--- src/rtl/shift_counter_seq_ctrl.sv ---
// rtl/shift_counter_seq_ctrl.sv - run sequencer for the ring/Johnson counter pair
// Seeds the selected counter, issues nsteps enables, pulses done, traps illegal codes.
module shift_counter_seq_ctrl #(
  parameter int W      = 4,
  parameter int STEP_W = 8
) (
  input  logic              clk,
  input  logic              reset,
  input  logic              start,
  input  logic              mode,
  input  logic [STEP_W-1:0] nsteps,
  input  logic [W-1:0]      q_ring,
  input  logic [W-1:0]      q_john,
  output logic              ring_load,
  output logic              john_load,
  output logic              ring_en,
  output logic              john_en,
  output logic              busy,
  output logic              done,
  output logic              err,
  output logic [STEP_W-1:0] step_cnt
);

  typedef enum logic [2:0] {IDLE, LOAD, RUN, DONE, ERR} state_t;

  localparam logic [W-1:0]      Q_ONE    = W'(1);
  localparam logic [STEP_W-1:0] STEP_ONE = STEP_W'(1);

  state_t              state, state_nx;
  logic                mode_q;
  logic [STEP_W-1:0]   nsteps_q;
  logic [W-1:0]        q_sel;
  logic                code_ok;
  logic                accept;

  function automatic logic ring_ok(input logic [W-1:0] q);
    return (q != '0) && ((q & (q - Q_ONE)) == '0);
  endfunction

  // A Johnson code is a run of ones anchored at either end: q or ~q is 0..01..1.
  function automatic logic john_ok(input logic [W-1:0] q);
    logic [W-1:0] inv;
    inv = ~q;
    return ((q & (q + Q_ONE)) == '0) || ((inv & (inv + Q_ONE)) == '0);
  endfunction

  always_comb begin
    q_sel   = mode_q ? q_john : q_ring;
    code_ok = mode_q ? john_ok(q_sel) : ring_ok(q_sel);
    accept  = start && (state == IDLE || state == ERR);
  end

  always_comb begin
    state_nx = state;
    case (state)
      IDLE, ERR: if (start) state_nx = LOAD;
      LOAD:      state_nx = (nsteps_q == '0) ? DONE : RUN;
      RUN: begin
        if (!code_ok)                              state_nx = ERR;
        else if (step_cnt + STEP_ONE == nsteps_q)  state_nx = DONE;
      end
      DONE:      state_nx = code_ok ? IDLE : ERR;
      default:   state_nx = IDLE;
    endcase
  end

  always_comb begin
    ring_load = (state == LOAD) && !mode_q;
    john_load = (state == LOAD) &&  mode_q;
    ring_en   = (state == RUN)  && !mode_q;
    john_en   = (state == RUN)  &&  mode_q;
    busy      = (state == LOAD) || (state == RUN);
    done      = (state == DONE);
    err       = (state == ERR);
  end

  always_ff @(posedge clk or negedge reset) begin
    if (!reset) begin
      state    <= IDLE;
      mode_q   <= 1'b0;
      nsteps_q <= '0;
      step_cnt <= '0;
    end else begin
      state <= state_nx;
      if (accept) begin
        mode_q   <= mode;
        nsteps_q <= nsteps;
        step_cnt <= '0;
      end else if (state == RUN) begin
        step_cnt <= step_cnt + STEP_ONE;
      end
    end
  end

endmodule
--- config.mk ---
export PLATFORM = sky130hd
export DESIGN_NAME = shift_counter_seq_ctrl
export DESIGN_NICKNAME = d
export VERILOG_FILES = /design/src/rtl/shift_counter_seq_ctrl.sv
export SDC_FILE = /design/constraint.sdc
export NUM_CORES = 1
export LEC_CHECK = 0
export BUFFER_PORTS_ARGS = -buffer_cell sky130_fd_sc_hd__buf_4
export CORE_ASPECT_RATIO = 0.6
export CORE_MARGIN = 4
export CORE_UTILIZATION = 45
export DETAILED_ROUTE_END_ITERATION = 8
export PLACE_DENSITY_LB_ADDON = 0.1
export SETUP_SLACK_MARGIN = 0.5
export SYNTH_ARGS = -nofsm -noshare
export SYNTH_HDL_FRONTEND = slang
export SYNTH_SLANG_ARGS = --single-unit
--- constraint.sdc ---
create_clock -name clk -period 2.2 [get_ports clk]
set_input_delay 0.22 -clock clk [delete_from_list [all_inputs] [get_ports clk]]
set_output_delay 0.22 -clock clk [all_outputs]
set_load 0.01 [all_outputs]
* Yosys cells after proc, flatten, opt, wreduce, memory -nomap -nowiden
Cells that the tools add are included.
** Storage, ports and cells
- Logic and storage cells :: 48
- Bits in registers :: 20
** Operators by class
- Add/subtract/negate cells :: 4
- Eq/ne operators :: 7
- Muxes and demuxes :: 10
- Reduce and logical (&&, ||, !) cells :: 19
- Bitwise logic cells :: 4
** Operator list (count)
- $mux 8 :: 2
- $and 4x4->4 :: 3
- $logic_not 4->1 :: 3
- $mux 3 :: 4
- $pmux 3 s4 :: 1
- $add 4x1->4 const B :: 2
- $add 8x1->8 const B :: 1
- $eq 8x8->1 :: 1
- $logic_not 8->1 :: 1
- $eq 3x2->1 const B :: 2
- $logic_and 1x1->1 :: 6
- $mux 4 :: 1
- $not 4->4 :: 1
- $reduce_bool 4->1 :: 1
- $sub 4x1->4 const B :: 1
- $eq 3x1->1 const B :: 1
- $eq 3x3->1 const B :: 1
- $logic_not 3->1 :: 1
- $logic_or 1x1->1 :: 3
- $ne 3x3->1 const B :: 1
- $mux 1 :: 2
- $ne 2x2->1 const B :: 1
- $reduce_and 2->1 :: 1
- $reduce_bool 2->1 :: 1
- other kinds (2) :: 2

* Longest topological paths before layout
Gate-level depths: netlist (run 1).
- Word-level depth :: 9
- Mapped depth :: 6
- Mapped depth without buffers :: 5

* Worst setup path after synthesis (run 1)
OpenSTA, ideal clock, no wires.
- Kind :: reg-to-reg
- Start :: register step_cnt[0]
- End :: register state[0]
- Required time :: 2096 ps
- Period minus slack after synthesis :: 1668 ps
- Data arrival time :: 1564 ps
- Cell stages (with the launch flop) :: 7
- Path slack :: 532 ps
- Path buffers :: 1
- Path through :: dfrtp_1 -> ha_1 -> clkbuf_1 -> nor3b_1 -> o221ai_1 -> o21a_1 -> o41ai_2
** Between the ends
- Word-level cells in the longest chain between the ends :: 4
** Ends and longest elaborated chain
- start, declared :: line 21 : output logic [STEP_W-1:0] step_cnt
- start signal, assigned :: line 90 : step_cnt <= step_cnt + STEP_ONE;
- $add 8x1->8 :: line 60 : else if (step_cnt + STEP_ONE == nsteps_q) state_nx = DONE;
- $eq 8x8->1 :: line 60
- $ne 3x3->1 (no line)
- $reduce_and 2->1 (no line)
- end signal, assigned :: line 84 : state <= state_nx;
- end, declared :: line 29 : state_t state, state_nx;
No other way between the ends.
A chain may end at the register's enable or synchronous reset.

* Worst setup path after layout (run 1)
- Start :: register state[0]
- End :: output port ring_load
** Between the ends
- Word-level cells in the longest chain between the ends :: 2
** Ends and longest elaborated chain
- $eq 3x1->1 :: line 68 : ring_load = (state == LOAD) && !mode_q;
- $logic_and 1x1->1 :: line 68
- end, declared :: line 14 : output logic ring_load,
No other way between the ends.

==> results.ini, run 1 <==
[synthesis]
synth_top_area_cell = dfrtp_1
ys_warn_count = 0
mappedNetlistArea_mm2 = 0.00125
synth_seq_cells = 20
synth.avg_cell_area_um2 = 9.64
synth_fp_nets = 151
yosysSeqAreaShare = 0.399
synth-main-ff-cell = dfrtp_1
synthTopCellsByArea = dfrtp_1 40%, mux2_2 7.2%, o21ai_0 6.8%
yosys.area.top_type_share = 0.399
synth_cell_types = 40
synth_edf_count = 0
synthArstFlopShare = 1.00
syn_inst = 130

[pwr]
internal_power_mw = 1.10
p_total_mw = 1.81
p_switching_mw = 0.706
power_density_mw_per_mm2 = 1080
cellLeakagePower_nw = 0.778
comb_power_share = 0.469
swShare = 0.390
peakVddDrop_v = 0.000513
seqPwrFrac = 0.371
power_frac_clock = 0.160

[floorplan]
dieHeight_um = 48.9
die_x_um = 76.1
num_rows = 14
start_util = 0.487
die-area_mm2 = 0.00372
core_mm2 = 0.00257
ios = 35

[finish]
layout-drive-gt1-share = 0.400
diodes = 0
fillers = 223
nets = 197
fin_area_mm2 = 0.00167
final_cells = 207
synthToLayoutAreaGrowth_pct = 33.4
post-route-util = 0.650

[timing]
setup_viol = 0
hold_slack_ns = 0.154
fmax_ghz = 0.598
hold_violations = 0
layout_setup_ws_ns = 0.528
relSlewSlack = 0.747
rsz0062_at_grt = yes
finalClockSkew_ns = 0.00771
final.period_utilization = 0.760
worst_pin_slew_ns = 0.380
fin_setup_tns_ns = 0
layout_min_cycle_time_ns = 1.67
slew_viol_final = 0

[job]
maxCapViolCount = 0

[worst_setup_path]
arrival_ns = 1.45
cp_max_fo = 5
worstPathRequired_ns = 1.98
end_kind = output pin
worstSetupStartpointType = flip-flop
worstSetupPathType = flip-flop to output pin

[placement]
gp_congestion = 0.801
port_buffers = 34
place_area_mm2 = 0.00152
place_hpwl_mm = 2.38
dp_cells = 192
place_ws_ns = 0.508

[routing]
first_pass_iters = 4
drt_iter0_drc = 145
drc = 0
wl_mm = 3.29
wl_per_cell_um = 15.9
vias = 1171
antenna_left = 0
avgViaCountPerCell = 5.66

[clocking]
cts_sinks = 20
clk_pin_slew_worst_paths_ns = 0.08
h-tree-depth = 1
clk_latency_ns = 0.27
clk_path_buf_depth = 2
cts-root-buf = clkbuf_8
tritoncts = yes
cts_made_buffers = 3

[status]
status = completed

[global_routing]
grt_max_degree = 21
grt-ovfl-total = 0
antenna_found_initial = 0
grt_usage = 0.176
grt_pass1_wl_mm = 5.31
grt_pass1_vias = 1064

[worst_hold_path]
hold_path.class = input port to flip-flop

worst max-delay path, stage by stage (launching register included):
cell and delay [ns]:
dfrtp_2 0.41, inv_1 0.08, or3_1 0.40, nor2_1 0.15, buf_4 0.14
state kept, by name, indices dropped and copies added (netlist names):
register / flops
step_cnt: 8
state: 3
nsteps_q: 8
mode_q: 1
worst paths after layout:
| kind | startpoint | endpoint | slack [ns] | depth (start not counted) |
|---|---|---|---|---|
| worst min register to register | step_cnt[3] | step_cnt[3] | 0.56 | 1 |
| worst min-delay path | mode | mode_q | 0.15 | 3 |
| worst max register to register | step_cnt[0] | state[0] | 0.55 | 5 |
| min in group asynchronous | reset | state[0] | 0.38 | 2 |
| max in group asynchronous | reset | step_cnt[2] | 1.59 | 2 |
| worst max-delay path | state[0] | ring_load | 0.53 | 4 |
area by class of cell:
class | instances | area [um2] | area share
inverter | 7 | 26.3 | 0.0157
multi-input combinational | 97 | 691 | 0.413
clock buffer | 4 | 55.1 | 0.0329
sequential | 20 | 505 | 0.302
tap | 32 | 40.0 | 0.0239
timing repair buffer | 47 | 355 | 0.212
Yosys cell counts, types with 3 or more instances:
| cell | instances |
|---|---|
| xnor2_1 | 8 |
| nor3_1 | 4 |
| nor2_1 | 10 |
| dfrtp_1 | 20 |
| clkbuf_1 | 3 |
| xor2_1 | 4 |
| nand3_1 | 5 |
| mux2_2 | 8 |
| inv_1 | 7 |
| o21ai_0 | 17 |
| o31ai_1 | 3 |
| nand2_1 | 7 |
cells by family after synthesis:
family | Yosys count | share of synthesized area
XOR/XNOR | 12 | 0.0838
flip-flops | 20 | 0.399
buffers and inverters | 13 | 0.0539
multiplexers | 9 | 0.0798
AND/OR/NAND/NOR | 41 | 0.184
adder cells (fa/ha/maj) | 1 | 0.00998
AO/OA/AOI/OAI | 34 | 0.190
power groups by stage:
stage	clock, mW	combinational (mW)	sequential [mW]
after detailed placement	0	0.751	0.676
after global routing	0.314	0.937	0.683
final	0.290	0.848	0.670
after CTS	0.287	0.756	0.671
after global placement	0	0.743	0.663
after floorplan	0	0.543	0.619
cell usage in the layout (no fill, tap or decap), drive strengths merged, types with 2 or more instances in the layout:
cell type,n
nand4,3
and3,2
a21oi,2
o21ai,17
and2,3
xnor2,8
clkbuf,4
o31ai,3
o211ai,2
nor2,10
inv,7
mux2,8
nand2,7
nand3,5
dfrtp,20
nor3,4
a22o,2
buf,46
xor2,4
and4,2
per-layer routing:
metal	vias up	global-route usage	wire, um
met3	7	0.0646	227
met4	0	0.0378	38
li1	562	-	-
met2	38	0.249	1430
met1	564	0.255	1590
met5	-	0	0
repair_timing:
item / 4_1_cts / 5_1_grt
setup endpoints to repair: 3 / 6
pin swaps: 0 / 1
endpoints found under the hold margin: 20 / 0
setup buffers: 0 / 10
hold buffers: 1 / 0
gates resized for setup: 4 / 2
Power figures use the tool's default switching activity.
==> inputs of run 2 (changes only) <==
==> constraint.sdc (replaced) <==
create_clock -name clk -period 1.4 [get_ports clk]
set_input_delay 0.14 -clock clk [delete_from_list [all_inputs] [get_ports clk]]
set_output_delay 0.14 -clock clk [all_outputs]
set_load 0.01 [all_outputs]
==> results.ini, run 2 (same netlist as run 1, synthesis figures left out) <==
[finish]
final_cell_mix = 43 x buf_4, 37 x buf_6, 11 x o21ai_1
biggestRegsByFlops = nsteps_q: 8 flops, step_cnt: 8 flops, state: 3 flops
layout-drive-gt1-share = 0.651
fillers = 108
nets = 234
diodes = 0
final_cells = 244
synthToLayoutAreaGrowth_pct = 85.3
post-route-util = 0.902
final_common_cell = buf_4

[floorplan]
dieHeight_um = 48.9
core_mm2 = 0.00257
start_util = 0.487
die_x_um = 76.1
die-area_mm2 = 0.00372
num_rows = 14
ios = 35

[routing]
antenna_left = 0
first_pass_iters = 5
vias = 1446
drc = 0
wl_per_cell_um = 20.2
drt_iter0_drc = 123
avgViaCountPerCell = 5.93
wl_mm = 4.94

[worst_setup_path]
worstSetupPathType = flip-flop to flip-flop
critPathSlowestCell = dfrtp_2
arrival_ns = 1.77
path_buf_inv = 1
worstPathRequired_ns = 1.56
cpPeakStageDelay_ns = 0.43
worstSetupStartpointType = flip-flop
end_kind = flip-flop
cp_top_family = compound AO/OA/AOI/OAI gates
path_cells = buf_6 -> and4_4 -> a2111o_1 -> o311ai_2 -> a31oi_1 -> o41ai_2
cp_max_fo = 5

[global_routing]
grt_usage = 0.218
grt_pass1_vias = 1301
grt_max_degree = 21
antenna_found_initial = 0
grt-ovfl-total = 0
grt_pass1_wl_mm = 6.43

[timing]
slew_viol_final = 0
setup_viol = 6
final.period_utilization = 1.15
rsz0062_at_grt = yes
finalClockSkew_ns = 0.00454
hold_violations = 0
worst_pin_slew_ns = 0.417
layout_min_cycle_time_ns = 1.61
layout_setup_ws_ns = -0.210
relSlewSlack = 0.719
fmax_ghz = 0.621

[clocking]
tritoncts = yes
cts_sinks = 20
clk_latency_ns = 0.26
clk_path_buf_depth = 2
cts_made_buffers = 3
h-tree-depth = 1
clk_pin_slew_worst_paths_ns = 0.08
cts-root-buf = clkbuf_8

[status]
violations = negative setup slack
status = complete, but fails checks

[worst_hold_path]
hold_path.class = input port to flip-flop

[pwr]
cellLeakagePower_nw = 1.06
power_density_mw_per_mm2 = 1730
peakVddDrop_v = 0.00107

[placement]
place_hpwl_mm = 2.58
gp_congestion = 0.890
port_buffers = 34
dp_cells = 213

[job]
maxCapViolCount = 0

-- run 2: cell types whose count changed in the layout (fill, tap and decap cells not counted), moves of 7 or more --
cell,delta
buf_6,+37
mux2_4,+7
mux2_2,-7
o21ai_1,+11
o21ai_0,-14
-- run 2: timing repair --
action / 4_1_cts / 5_1_grt
setup buffers: 18 / 6
hold buffers: 1 / 0
cloned: 2 / 0
pin swaps: 21 / 7
hold endpoints to repair: 20 / 0
endpoints found under the setup margin: 35 / 35
resized for setup: 74 / 24
-- run 2: per-stage QoR --
step / hold WS (ns) / TNS, ns / area, um2 / power, mW / setup slack, ns
floorplan: -0.156 / -0.169 / 1290 / 1.90 / -0.169
global placement: 0.0318 / -0.146 / 1720 / 2.45 / -0.142
detailed placement: 0.0338 / -0.322 / 1720 / 2.50 / -0.205
CTS: 0.0817 / -0.301 / 2180 / 3.59 / -0.168
global route: 0.0992 / -1.04 / 2320 / 4.20 / -0.253
finish: 0.0985 / -0.521 / 2320 / 4.02 / -0.210
-- run 2: routing by layer --
metal | global-route usage | vias to the layer above | share of wire
li1 | - | 643 | -
met1 | 0.288 | 692 | 0.42
met2 | 0.344 | 90 | 0.45
met3 | 0.0627 | 21 | 0.090
met4 | 0.0698 | 0 | 0.034
met5 | 0 | - | 0
-- run 2: path summary, 6_finish.rpt --
path / from / to / slack [ns] / depth (start not counted)
max: step_cnt[2] / state[0] / -0.21 / 6
min: nsteps[2] / nsteps_q[2] / 0.1 / 3
max reg2reg: step_cnt[2] / state[0] / -0.21 / 6
min reg2reg: nsteps_q[6] / nsteps_q[6] / 0.57 / 1
max in group asynchronous: reset / step_cnt[5] / 0.87 / 2
min in group asynchronous: reset / nsteps_q[5] / 0.29 / 2
-- run 2: power by group --
group	leakage, nW	switching (mW)	internal (mW)
logic	0.794	1.09	1.41
registers	0.240	0.288	0.783
clock network	0.0288	0.194	0.251
total	1.06	1.58	2.44
-- run 2: final cells by class --
class                   instances  area, um2  area share
multi-input cells              97        870       0.374
repair buffers                 84        817       0.352
flip-flops and latches         20        513       0.221
clock buffers                   4       55.1      0.0237
well taps                      32       40.0      0.0172
inverters                       7       28.8      0.0124
-- run 2: worst min-delay path, stage by stage --
cell and delay, ns:
buf_4 0.08, nand2_2 0.04, o21ai_1 0.06
